<file path="config.mk">
export PLATFORM = sky130hd
export DESIGN_NAME = spi_sclk_gen
export DESIGN_NICKNAME = d
export VERILOG_FILES = /design/src/rtl/spi_sclk_gen.sv
export SDC_FILE = /design/constraint.sdc
export NUM_CORES = 1
export LEC_CHECK = 0
export BUFFER_PORTS_ARGS = -buffer_cell sky130_fd_sc_hd__buf_2
export CELL_PAD_IN_SITES_DETAIL_PLACEMENT = 1
export CELL_PAD_IN_SITES_GLOBAL_PLACEMENT = 2
export CORE_ASPECT_RATIO = 0.9
export CORE_MARGIN = 10
export CORE_UTILIZATION = 35
export CTS_CLUSTER_DIAMETER = 200
export DETAILED_ROUTE_END_ITERATION = 6
export PLACE_DENSITY = 0.79
export SLEW_MARGIN = 5
export SYNTH_ARGS = -nofsm -noshare
export SYNTH_HDL_FRONTEND = slang
export SYNTH_SLANG_ARGS = --single-unit
</file>
<file path="constraint.sdc">
create_clock -name clk -period 5.13 [get_ports clk]
set_clock_uncertainty 0.1 [all_clocks]
set_input_delay 0.7695 -clock clk [delete_from_list [all_inputs] [get_ports clk]]
set_output_delay 0.7695 -clock clk [all_outputs]
set_load 0.01 [all_outputs]
</file>
<file path="src/rtl/spi_sclk_gen.sv">
// spi_sclk_gen
// Runtime-programmable SPI serial-clock generator. Each accepted request
// produces a burst of exactly nbits SCLK cycles in any CPOL/CPHA mode. The
// burst is framed by one half-period of idle-level SCLK before the first
// edge and one after the last edge. Single-cycle sample/shift strobes are
// issued in the clk domain, so the data path can stay fully synchronous.
//
// Ports:
//   clk        system clock; all logic on the rising edge
//   reset      asynchronous, active-high; clears all state
//   div        half-period select; SCLK half-period H = div+1 clk cycles
//   cpol       SCLK idle level
//   cpha       0: sample on leading edge, shift on trailing; 1: reverse
//   nbits      SCLK cycles per burst (0 gives an immediate done, no burst)
//   start      request; accepted on a clk edge where busy=0
//   busy       burst in progress
//   done       one-cycle pulse at burst end
//   sclk       serial clock, registered
//   sample_stb one-cycle pulse in the cycle sclk shows a sampling edge
//   shift_stb  one-cycle pulse in the cycle sclk shows a shifting edge

module spi_sclk_gen #(
  parameter int DIV_W = 8,
  parameter int CNT_W = 6
) (
  input  logic             clk,
  input  logic             reset,
  input  logic [DIV_W-1:0] div,
  input  logic             cpol,
  input  logic             cpha,
  input  logic [CNT_W-1:0] nbits,
  input  logic             start,
  output logic             busy,
  output logic             done,
  output logic             sclk,
  output logic             sample_stb,
  output logic             shift_stb
);

  typedef enum logic [1:0] {
    IDLE,
    LEAD,
    ACTIVE,
    TRAIL
  } state_t;

  state_t state;
  state_t state_next;

  // Burst configuration, frozen for the whole burst
  logic [DIV_W-1:0] div_r;
  logic             cpha_r;
  logic [CNT_W-1:0] nbits_r;

  logic [DIV_W-1:0] half_cnt;
  // One bit wider than nbits so that 2*nbits always fits
  logic [CNT_W:0]   edge_cnt;

  logic             half_done;
  logic [CNT_W:0]   edge_next;
  logic             last_edge;
  logic             sample_next;

  assign busy = (state != IDLE);

  // State register
  always_ff @(posedge clk or posedge reset) begin
    if (reset) begin
      state <= IDLE;
    end else begin
      state <= state_next;
    end
  end

  // Next-state decode and edge bookkeeping
  always_comb begin
    state_next  = state;
    half_done   = (half_cnt == div_r);
    edge_next   = edge_cnt + 1'b1;
    last_edge   = (edge_next == {nbits_r, 1'b0});
    // Odd edges are leading; cpha swaps which edge kind samples
    sample_next = edge_next[0] ^ cpha_r;
    case (state)
      IDLE:    if (start && (nbits != '0)) state_next = LEAD;
      LEAD:    if (half_done) state_next = ACTIVE;
      ACTIVE:  if (half_done && last_edge) state_next = TRAIL;
      TRAIL:   if (half_done) state_next = IDLE;
      default: state_next = IDLE;
    endcase
  end

  // Counters, latched configuration and registered outputs
  always_ff @(posedge clk or posedge reset) begin
    if (reset) begin
      div_r      <= '0;
      cpha_r     <= 1'b0;
      nbits_r    <= '0;
      half_cnt   <= '0;
      edge_cnt   <= '0;
      sclk       <= 1'b0;
      done       <= 1'b0;
      sample_stb <= 1'b0;
      shift_stb  <= 1'b0;
    end else begin
      done       <= 1'b0;
      sample_stb <= 1'b0;
      shift_stb  <= 1'b0;
      case (state)
        IDLE: begin
          // Idle level tracks cpol with a one-cycle lag
          sclk     <= cpol;
          half_cnt <= '0;
          edge_cnt <= '0;
          if (start) begin
            div_r   <= div;
            cpha_r  <= cpha;
            nbits_r <= nbits;
            // Zero-length request completes without ever going busy
            if (nbits == '0) done <= 1'b1;
          end
        end
        LEAD, ACTIVE: begin
          // The edge leaving LEAD is SCLK edge 1; all later edges come from ACTIVE
          if (half_done) begin
            half_cnt   <= '0;
            edge_cnt   <= edge_next;
            sclk       <= ~sclk;
            sample_stb <= sample_next;
            shift_stb  <= ~sample_next;
          end else begin
            half_cnt <= half_cnt + 1'b1;
          end
        end
        TRAIL: begin
          if (half_done) begin
            half_cnt <= '0;
            done     <= 1'b1;
          end else begin
            half_cnt <= half_cnt + 1'b1;
          end
        end
        default: begin
          half_cnt <= '0;
          edge_cnt <= '0;
        end
      endcase
    end
  end

endmodule

</file>
==> results of run 1 <==
[layer usage]
metal,GRT usage,vias up,wire [um]
li1,-,634,-
met1,0.133,643,1940
met2,0.170,27,1960
met3,0.0313,7,248
met4,0.0435,0,64
met5,0,-,0
[cell usage in the layout, fill, tap and decap left out, types with 2 or more instances in the layout]
master,n
ha_1,6
buf_2,23
nand4_1,3
o31ai_1,3
xor2_1,6
mux2_2,15
xnor2_1,19
nand2_1,8
clkbuf_8,7
inv_1,5
nor2_1,16
o21ai_0,10
dfrtp_1,36
a21oi_1,2
a21boi_0,3
nand3_1,7
a211oi_1,2
and3_1,6
[sequential cells by signal, summed over array words and instances (netlist names), 2 cells and up]
signal / flops
div_r: 8
half_cnt: 8
edge_cnt: 7
nbits_r: 6
state: 2
[per-stage QoR]
step	cell area, um^2	cells
2_1_floorplan	1840	168
3_3_place_gp	2030	253
3_5_place_dp	2030	253
4_1_cts	2120	260
5_1_grt	2120	260
6_report	2120	260
[area by class of cell]
| class | instances | area [um^2] |
|---|---|---|
| Inverter | 5 | 18.8 |
| Timing Repair Buffer | 24 | 123 |
| Clock buffer | 7 | 96.3 |
| Tap cell | 65 | 81.3 |
| Fill cell | 577 | 2830 |
| Sequential cell | 36 | 901 |
| Multi-Input combinational cell | 123 | 903 |
[worst max path at each step]
stage	from	slack, ns	to	cells past startpoint
2_1_floorplan	edge_cnt[0]$_DFFE_PP0P_	3.05	state[1]$_DFFE_PP0P_	7
3_3_place_gp	half_cnt[5]$_DFF_PP0_	2.71	state[1]$_DFFE_PP0P_	6
3_5_place_dp	half_cnt[3]$_DFF_PP0_	2.58	state[1]$_DFFE_PP0P_	6
4_1_cts	half_cnt[3]$_DFF_PP0_	2.58	state[1]$_DFFE_PP0P_	6
5_1_grt	half_cnt[3]$_DFF_PP0_	2.35	state[1]$_DFFE_PP0P_	6
6_report	half_cnt[3]$_DFF_PP0_	2.57	state[1]$_DFFE_PP0P_	6
[kinds of logic (layout without fill, tap and decap cells)]
group                      after synthesis  count (layout)  share of synthesized area
and+or+nand+nor                         48              48                      0.131
buffers and inverters                    9              36                     0.0197
adders and majority gates                6               6                     0.0408
xor gates and xnor gates                25              25                      0.119
AOI/OAI and AO/OA                       28              28                      0.103
DFF                                     36              36                      0.489
muxes                                   16              16                     0.0979
[cells in the mapped netlist (2+ instances only)]
cell type   n  area (um^2)
a211oi_1    2         15.0
nand2_1     8         30.0
and3_1      6         37.5
dfrtp_1    36          901
ha_1        6         75.1
inv_1       5         18.8
xnor2_1    19          166
o31ai_1     3         22.5
nand4_1     3         18.8
xor2_1      6         52.6
a21oi_1     2         10.0
a21boi_0    3         22.5
mux2_2     15          169
o21ai_0    10         50.1
buf_2       2         10.0
nor2_1     16         60.1
clkbuf_1    2         7.51
nand3_1     7         35.0
[power groups by stage]
stage	registers, mW	logic, mW	clock network (mW)
6_report	0.457	0.446	0.218
4_1_cts	0.458	0.447	0.225
5_1_grt	0.471	0.500	0.238
2_1_floorplan	0.440	0.350	0
3_5_place_dp	0.464	0.443	0
3_3_place_gp	0.457	0.435	0
==> impl_metrics.tcl, run 1 <==
set metrics [dict create \
    min_period_over_period 0.498 \
    synthArstFlopShare 1.00 \
    grt_overflow 0 \
    fp.dieArea_um2 8560 \
    dp_slack_ns 2.58 \
    holdWs_ns 0.402 \
    area_growth_pct 15.4 \
    cts_resized 0 \
    cts_hold_buf 0 \
    crit_buf_inv 0 \
    ys_seq_area_frac 0.489 \
    clockRootBuffer "clkbuf_8" \
    leakagePower_nw 0.945 \
    combPwrFrac 0.398 \
    cts_made_buffers 5 \
    hpwlAfterDp_um 3160 \
    rsz0062_at_grt "false" \
    p_switching_mw 0.409 \
    setup_viol 0 \
    routed_via_density 5.04 \
    layout-drive-gt1-share 0.262 \
    drtAntennaViolNets 0 \
    end_kind "register" \
    place.gp.congestion 0.825 \
    netlist_area_um2 1840 \
    power-per-cell-area_nw_per_um2 528 \
    synth_edf_count 0 \
    grt_use_total 0.107 \
    n_antenna_cell 0 \
    startpoint_type "register" \
    tightest_slew_ns 0.737 \
    holdPathStages 1 \
    crit_required_ns 5.20 \
    rows 24 \
    wire_per_inst_um 16.2 \
    worst_slew_margin_rel 0.507 \
    max-vdd-ir-drop_mv 0.242 \
    arrival_ns 2.62 \
    r2r_start "half_cnt[3]$_DFF_PP0_" \
    fin_util 0.429 \
    grt_pass1_vias 1448 \
    die_h_um 88.8 \
    final_nets 220 \
    outcome "finished, final reports clean" \
    grt_max_degree 37 \
    syn_avg_cell_area_um2 11.0 \
    clockBufferDepth 2 \
    power.internal_mw 0.712 \
    reg2regPathDepth 6 \
    cts.clk_slew.worst_paths_ns 0.07 \
    min_delay_worst_endpoint "half_cnt[0]$_DFF_PP0_" \
    post_cts_buffers 0 \
    port_buffers 23 \
    min_from "half_cnt[0]$_DFF_PP0_" \
    cts_max_level 2 \
    switching_share 0.365 \
    cp_max_fo 11 \
    grt_pass1_wl_um 7180 \
    clk_latency_ns 0.29 \
    fin_ws_ns 2.57 \
    crit_type "register to register" \
    coreArea_um2 4950 \
    cts_tree "done" \
    synth_cell_types 35 \
    fin_tns_setup_ns 0 \
    drtIter0Drc 110 \
    r2r_slack_ns 2.57 \
    cts.sinks 36 \
    hold_path.class "register to register" \
    ys_ff_latch 36 \
    drcViolationCount 0 \
    seq_power_share 0.407 \
    clockPowerShare 0.195 \
    wl_um 4220 \
    drt_pass1_iterations 4 \
    cpPeakStageDelay_ns 0.64 \
    via_count 1311 \
    hold_viol_final 0 \
    synth_warnings 0 \
    start_util 0.371 \
    drv_cap 0 \
    antenna_found_initial 0 \
    rr_endpoint "state[1]$_DFFE_PP0P_" \
    syn_inst 168 \
    p_total_mw 1.12 \
    fp.dieW_um 96.4 \
    path_cells "xnor2_1 -> nand4_1 -> nor2_1 -> o21bai_1 -> a22oi_2 -> mux2_1" \
    synth_fp_nets 193 \
    ys.flop_type "dfrtp_1" \
    fmax_ghz 0.391 \
    period_needed_ns 2.56 \
    io_pins 24 \
    drv_slew 0 \
    path_delay_family "simple AND/OR/NAND/NOR gates" \
    slowest_stage "nor2_1" \
]
Note: power is estimated with default switching activity, not from simulation.
==> inputs of run 2 (changes only) <==
clock period = 2.5 ns   (was 5.13 ns; I/O delays follow)
==> run 2 against run 1 <==
  * Design area is 1.3% higher
  * Sequential share of layout area is 0.54 points lower
  * Core utilization is 0.56 points higher
  * Worst hold slack worse by 0.33 ns
  * Sequential cell count stayed put
  * Non-clock buffer count is 2 higher
  * Wire length is 1.5% higher
  * Combinational power is 110% higher
==> impl_metrics.tcl, run 2 (synthesized netlist as in run 1, its figures left out) <==
set metrics [dict create \
    drtIter0Drc 64 \
    min_period_over_period 0.905 \
    hold_viol_final 0 \
    outcome "finished, final reports clean" \
    fp.dieArea_um2 8560 \
    reg2regPathDepth 7 \
    cts.clk_slew.worst_paths_ns 0.07 \
    r2r_slack_ns 0.24 \
    via_count 1314 \
    wl_um 4280 \
    leakagePower_nw 0.959 \
    start_util 0.371 \
    area_growth_pct 16.9 \
    fin_tns_setup_ns 0 \
    cts_resized 0 \
    power-per-cell-area_nw_per_um2 1080 \
    dp.cells 255 \
    dp_slack_ns 0.257 \
    max-vdd-ir-drop_mv 0.499 \
    cts_hold_buf 0 \
    drt_pass1_iterations 4 \
    routed_via_density 5.02 \
    drcViolationCount 0 \
    crit_type "register to register" \
    slowest_stage "dfrtp_1" \
    drv_slew 0 \
    crit_end "state[1]$_DFFE_PP0P_" \
    setup_viol 0 \
    fin_ws_ns 0.237 \
    n_antenna_cell 0 \
    reg.largest.list "div_r: 8 flops, half_cnt: 8 flops, edge_cnt: 7 flops" \
    most-common-layout-cells "dfrtp_1 (36), buf_2 (23), xnor2_1 (19)" \
    hpwlAfterDp_um 3400 \
    holdWs_ns 0.0738 \
    tightest_slew_ns 0.652 \
    cts.sinks 36 \
    p_total_mw 2.32 \
    grt_overflow 0 \
    port_buffers 23 \
    fin_util 0.434 \
    clk_latency_ns 0.28 \
    cpPeakStageDelay_ns 0.48 \
    arrival_ns 2.33 \
    startpoint_type "register" \
    worst_slew_margin_rel 0.565 \
    crit_required_ns 2.56 \
    cp_max_fo 8 \
    path_cells "ha_1 -> xor2_1 -> or2_1 -> a211oi_1 -> nand4_1 -> a22oi_2 -> mux2_1" \
    layout-drive-gt1-share 0.269 \
    cts_tree "done" \
    rsz0062_at_grt "false" \
    rr_endpoint "state[1]$_DFFE_PP0P_" \
    grt_use_total 0.107 \
    rows 24 \
    hold_path.class "input pin to async pin" \
    antenna_found_initial 0 \
    coreArea_um2 4950 \
    wire_per_inst_um 16.4 \
    fin_area_um2 2150 \
    period_needed_ns 2.26 \
    final_cells 262 \
    fmax_ghz 0.442 \
    cts_made_buffers 5 \
    clockBufferDepth 2 \
    grt_max_degree 23 \
    grt_pass1_wl_um 7250 \
    clockRootBuffer "clkbuf_8" \
    r2r_start "edge_cnt[0]$_DFFE_PP0P_" \
    grt_pass1_vias 1486 \
    place.gp.congestion 0.840 \
    cts_max_level 2 \
    fp.dieW_um 96.4 \
    crit_start "edge_cnt[0]$_DFFE_PP0P_" \
    layout_commonest_cell "dfrtp_1" \
    drtAntennaViolNets 0 \
    io_pins 24 \
    end_kind "register" \
    dpl-instance-area_um2 2050 \
    die_h_um 88.8 \
    drv_cap 0 \
    post_cts_buffers 0 \
    final_nets 222 \
]
run 2: area by class of cell:
cell class,instances,area [um^2]
Tap cell,65,81.3
Fill cell,568,2800
Multi-Input combinational cell,123,903
Timing Repair Buffer,26,150
Clock buffer,7,96.3
Inverter,5,18.8
Sequential cell,36,901
run 2: critical path, delay by kind of cell, from the launching register on:
kind,cells,cell delay [ns]
AOI/OAI and AO/OA,2,0.40
DFF,1,0.48
xor gates and xnor gates,1,0.18
and+or+nand+nor,2,0.34
adders and majority gates,1,0.31
muxes,1,0.34
run 2: layer usage:
layer	vias up	wire length, um	GRT usage
met2	18	2030	0.172
met4	0	30	0.0277
met5	-	0	0
li1	641	-	-
met1	650	2050	0.135
met3	5	172	0.0339
run 2: report_power, final:
| group | internal [mW] | leakage [nW] | total (mW) | switching (mW) |
|---|---|---|---|---|
| Sequential | 0.772 | 0.459 | 0.942 | 0.170 |
| Combinational | 0.451 | 0.450 | 0.935 | 0.484 |
| Clock | 0.245 | 0.0503 | 0.440 | 0.195 |
| Total | 1.47 | 0.959 | 2.32 | 0.849 |
run 2: worst min path at each step:
| stage | start | endpoint | slack (ns) | cells after the start |
|---|---|---|---|---|
| after CTS | reset | nbits_r[0]$_DFFE_PP0P_ | 0.1 | 2 |
| after global placement | reset | nbits_r[0]$_DFFE_PP0P_ | 0.39 | 2 |
| after floorplan | half_cnt[0]$_DFF_PP0_ | half_cnt[0]$_DFF_PP0_ | 0.37 | 1 |
| after global routing | reset | nbits_r[1]$_DFFE_PP0P_ | 0.13 | 2 |
| final | reset | nbits_r[0]$_DFFE_PP0P_ | 0.07 | 2 |
| after detailed placement | half_cnt[0]$_DFF_PP0_ | half_cnt[0]$_DFF_PP0_ | 0.41 | 1 |
==> inputs of run 3 (changes only) <==
ABC_AREA = 1   (was unset)
CORE_UTILIZATION = 34   (was 35)
MAX_ROUTING_LAYER = met4   (was unset)
PLACE_DENSITY = 0.83   (was 0.79)
==> run 3 against run 2 <==
  * Total power decreased by 9.0%
  * Clock-buffer cell count decreased by 1
  * Global-route usage decreased by 0.088 points
==> impl_metrics.tcl, run 3 <==
set metrics [dict create \
    crit_required_ns 2.60 \
    clockRootBuffer "clkbuf_8" \
    min_period_over_period 0.768 \
    synth_fp_nets 252 \
    period_needed_ns 1.92 \
    drv_cap 0 \
    cp_max_fo 12 \
    yosysTopAreaCell "dfrtp_1" \
    place.gp.congestion 0.783 \
    rows 25 \
    synthTopCellsByCount "nand2_1 (53), dfrtp_1 (36), inv_1 (30), nor2_1 (28), nand3_1 (13)" \
    cts_made_buffers 5 \
    coreArea_um2 5320 \
    layout-drive-gt1-share 0.210 \
    synth_warnings 0 \
    drv_slew 0 \
    cts_hold_buf 0 \
    power-per-cell-area_nw_per_um2 968 \
    fin_ws_ns 0.579 \
    wl_um 4310 \
    cts_max_level 2 \
    final_nets 281 \
    most-common-layout-cells "nand2_1 (53), dfrtp_1 (36), inv_1 (30)" \
    hold_path.class "input pin to async pin" \
    dpl-instance-area_um2 2080 \
    port_buffers 23 \
    grt_pass1_wl_um 7620 \
    fp.dieW_um 98.5 \
    ys_ff_latch 36 \
    via_count 1513 \
    outcome "finished, final reports clean" \
    rsz0062_at_grt "false" \
    arrival_ns 2.02 \
    synth_cell_types 26 \
    layout_commonest_cell "nand2_1" \
    drtAntennaViolNets 0 \
    hold_viol_final 0 \
    io_pins 24 \
    setup_viol 0 \
    grt_pass1_vias 1631 \
    fin_tns_setup_ns 0 \
    dp_slack_ns 0.560 \
    cts.sinks 36 \
    clk_latency_ns 0.28 \
    cts_tree "done" \
    clockBufferDepth 2 \
    area_growth_pct 15.5 \
    start_util 0.354 \
    cts.clk_slew.worst_paths_ns 0.07 \
    tightest_slew_ns 0.518 \
    syn_avg_cell_area_um2 8.30 \
    worst_slew_margin_rel 0.654 \
    n_antenna_cell 0 \
    synthArstFlopShare 1.00 \
    synth_top_area_share 0.478 \
    hpwlAfterDp_um 3350 \
    die_h_um 90.6 \
    netlist_area_um2 1880 \
    drtIter0Drc 50 \
    routed_via_density 4.67 \
    ys_seq_area_frac 0.478 \
    antenna_found_initial 0 \
    synth_most_common_cell "nand2_1" \
    fillers 662 \
    grt_max_degree 37 \
    cts_resized 0 \
    leakagePower_nw 1.08 \
    fp.dieArea_um2 8920 \
    grt_use_total 0.106 \
    fmax_ghz 0.521 \
    startpoint_type "register" \
    wire_per_inst_um 13.3 \
    drcViolationCount 0 \
    synth_edf_count 0 \
    max-vdd-ir-drop_mv 0.436 \
    reg.largest.list "div_r: 8 flops, half_cnt: 8 flops, edge_cnt: 7 flops" \
    drt_pass1_iterations 4 \
    end_kind "register" \
    post_cts_buffers 0 \
    grt_overflow 0 \
    ys.flop_type "dfrtp_1" \
    synth_area_leaders "dfrtp_1 (48%), nand2_1 (11%), inv_1 (6.0%), nor2_1 (5.6%), mux2_2 (4.2%)" \
    syn_inst 227 \
    fin_area_um2 2180 \
    crit_type "register to register" \
]
==> run 3: cell types whose count changed in the layout (fill, tap and decap cells not counted), sizes merged, moves of 4 or more <==
cell,previous run,this run
nand3,8,15
o21ai,11,7
a21oi,2,10
inv,5,31
o22ai,0,4
nand2,9,58
xnor2,19,5
and3,6,0
mux2,16,7
nor2,16,30
==> run 3: critical path: stages (launching register included) <==
cell     delay, ns
dfrtp_1       0.43
inv_1         0.10
ha_1          0.28
nand2_1       0.37
or2_2         0.42
a21oi_1       0.14
==> run 3: per-stage QoR <==
stage          std cells  hold slack (ns)  utilization  total power, mW
4_1_cts              324            0.108        0.409             2.15
5_1_grt              324            0.123        0.409             2.32
2_1_floorplan        227            0.370            -             1.49
6_report             324           0.0918        0.409             2.11
3_3_place_gp         316            0.401        0.392             1.69
3_5_place_dp         316            0.406        0.392             1.71
==> run 3: kinds of logic after synthesis <==
group	after synthesis	synth area share
buffers and inverters	34	0.0691
flip-flops	36	0.478
adder cells (fa/ha/maj)	6	0.0398
XOR/XNOR	8	0.0372
AND/OR/NAND/NOR	112	0.259
AO/OA/AOI/OAI	24	0.0750
multiplexers	7	0.0418
==> run 3: cell type report <==
class / instances / area [um^2] / area share
Clock inverter: 2 / 10.0 / 0.00460
Inverter: 31 / 116 / 0.0534
Sequential cell: 36 / 901 / 0.414
Tap cell: 67 / 83.8 / 0.0385
Clock buffer: 6 / 82.6 / 0.0379
Multi-Input combinational cell: 157 / 853 / 0.392
Timing Repair Buffer: 25 / 130 / 0.0598
==> run 3: final timing paths <==
| path | startpoint | to | slack (ns) | cells past startpoint |
|---|---|---|---|---|
| min in group clk | div[2] | div_r[2]$_DFFE_PP0P_ | 0.22 | 2 |
| worst min-delay path | reset | div_r[0]$_DFFE_PP0P_ | 0.09 | 3 |
| worst min register to register | nbits_r[0]$_DFFE_PP0P_ | nbits_r[0]$_DFFE_PP0P_ | 0.42 | 2 |
| worst max-delay path | state[1]$_DFFE_PP0P_ | done$_DFF_PP0_ | 0.58 | 5 |
| max in group asynchronous | reset | done$_DFF_PP0_ | 1.87 | 3 |
| worst max register to register | state[1]$_DFFE_PP0P_ | done$_DFF_PP0_ | 0.58 | 5 |
==> run 3: routing by layer <==
metal  routed length (um)  part of all wire  vias up  GRT usage
met4                   22            0.0051        0     0.0251
met2                 2090              0.48       11      0.167
li1                     -                 -      773          -
met1                 2070              0.48      727      0.126
met3                  129             0.030        2     0.0383
met5                    0                 0        -          -
==> run 3: report_power, final <==
group / leakage, nW / internal, mW / switching (mW)
clock: 0.0510 / 0.220 / 0.206
combinational: 0.577 / 0.335 / 0.454
sequential: 0.456 / 0.756 / 0.137
total: 1.08 / 1.31 / 0.797
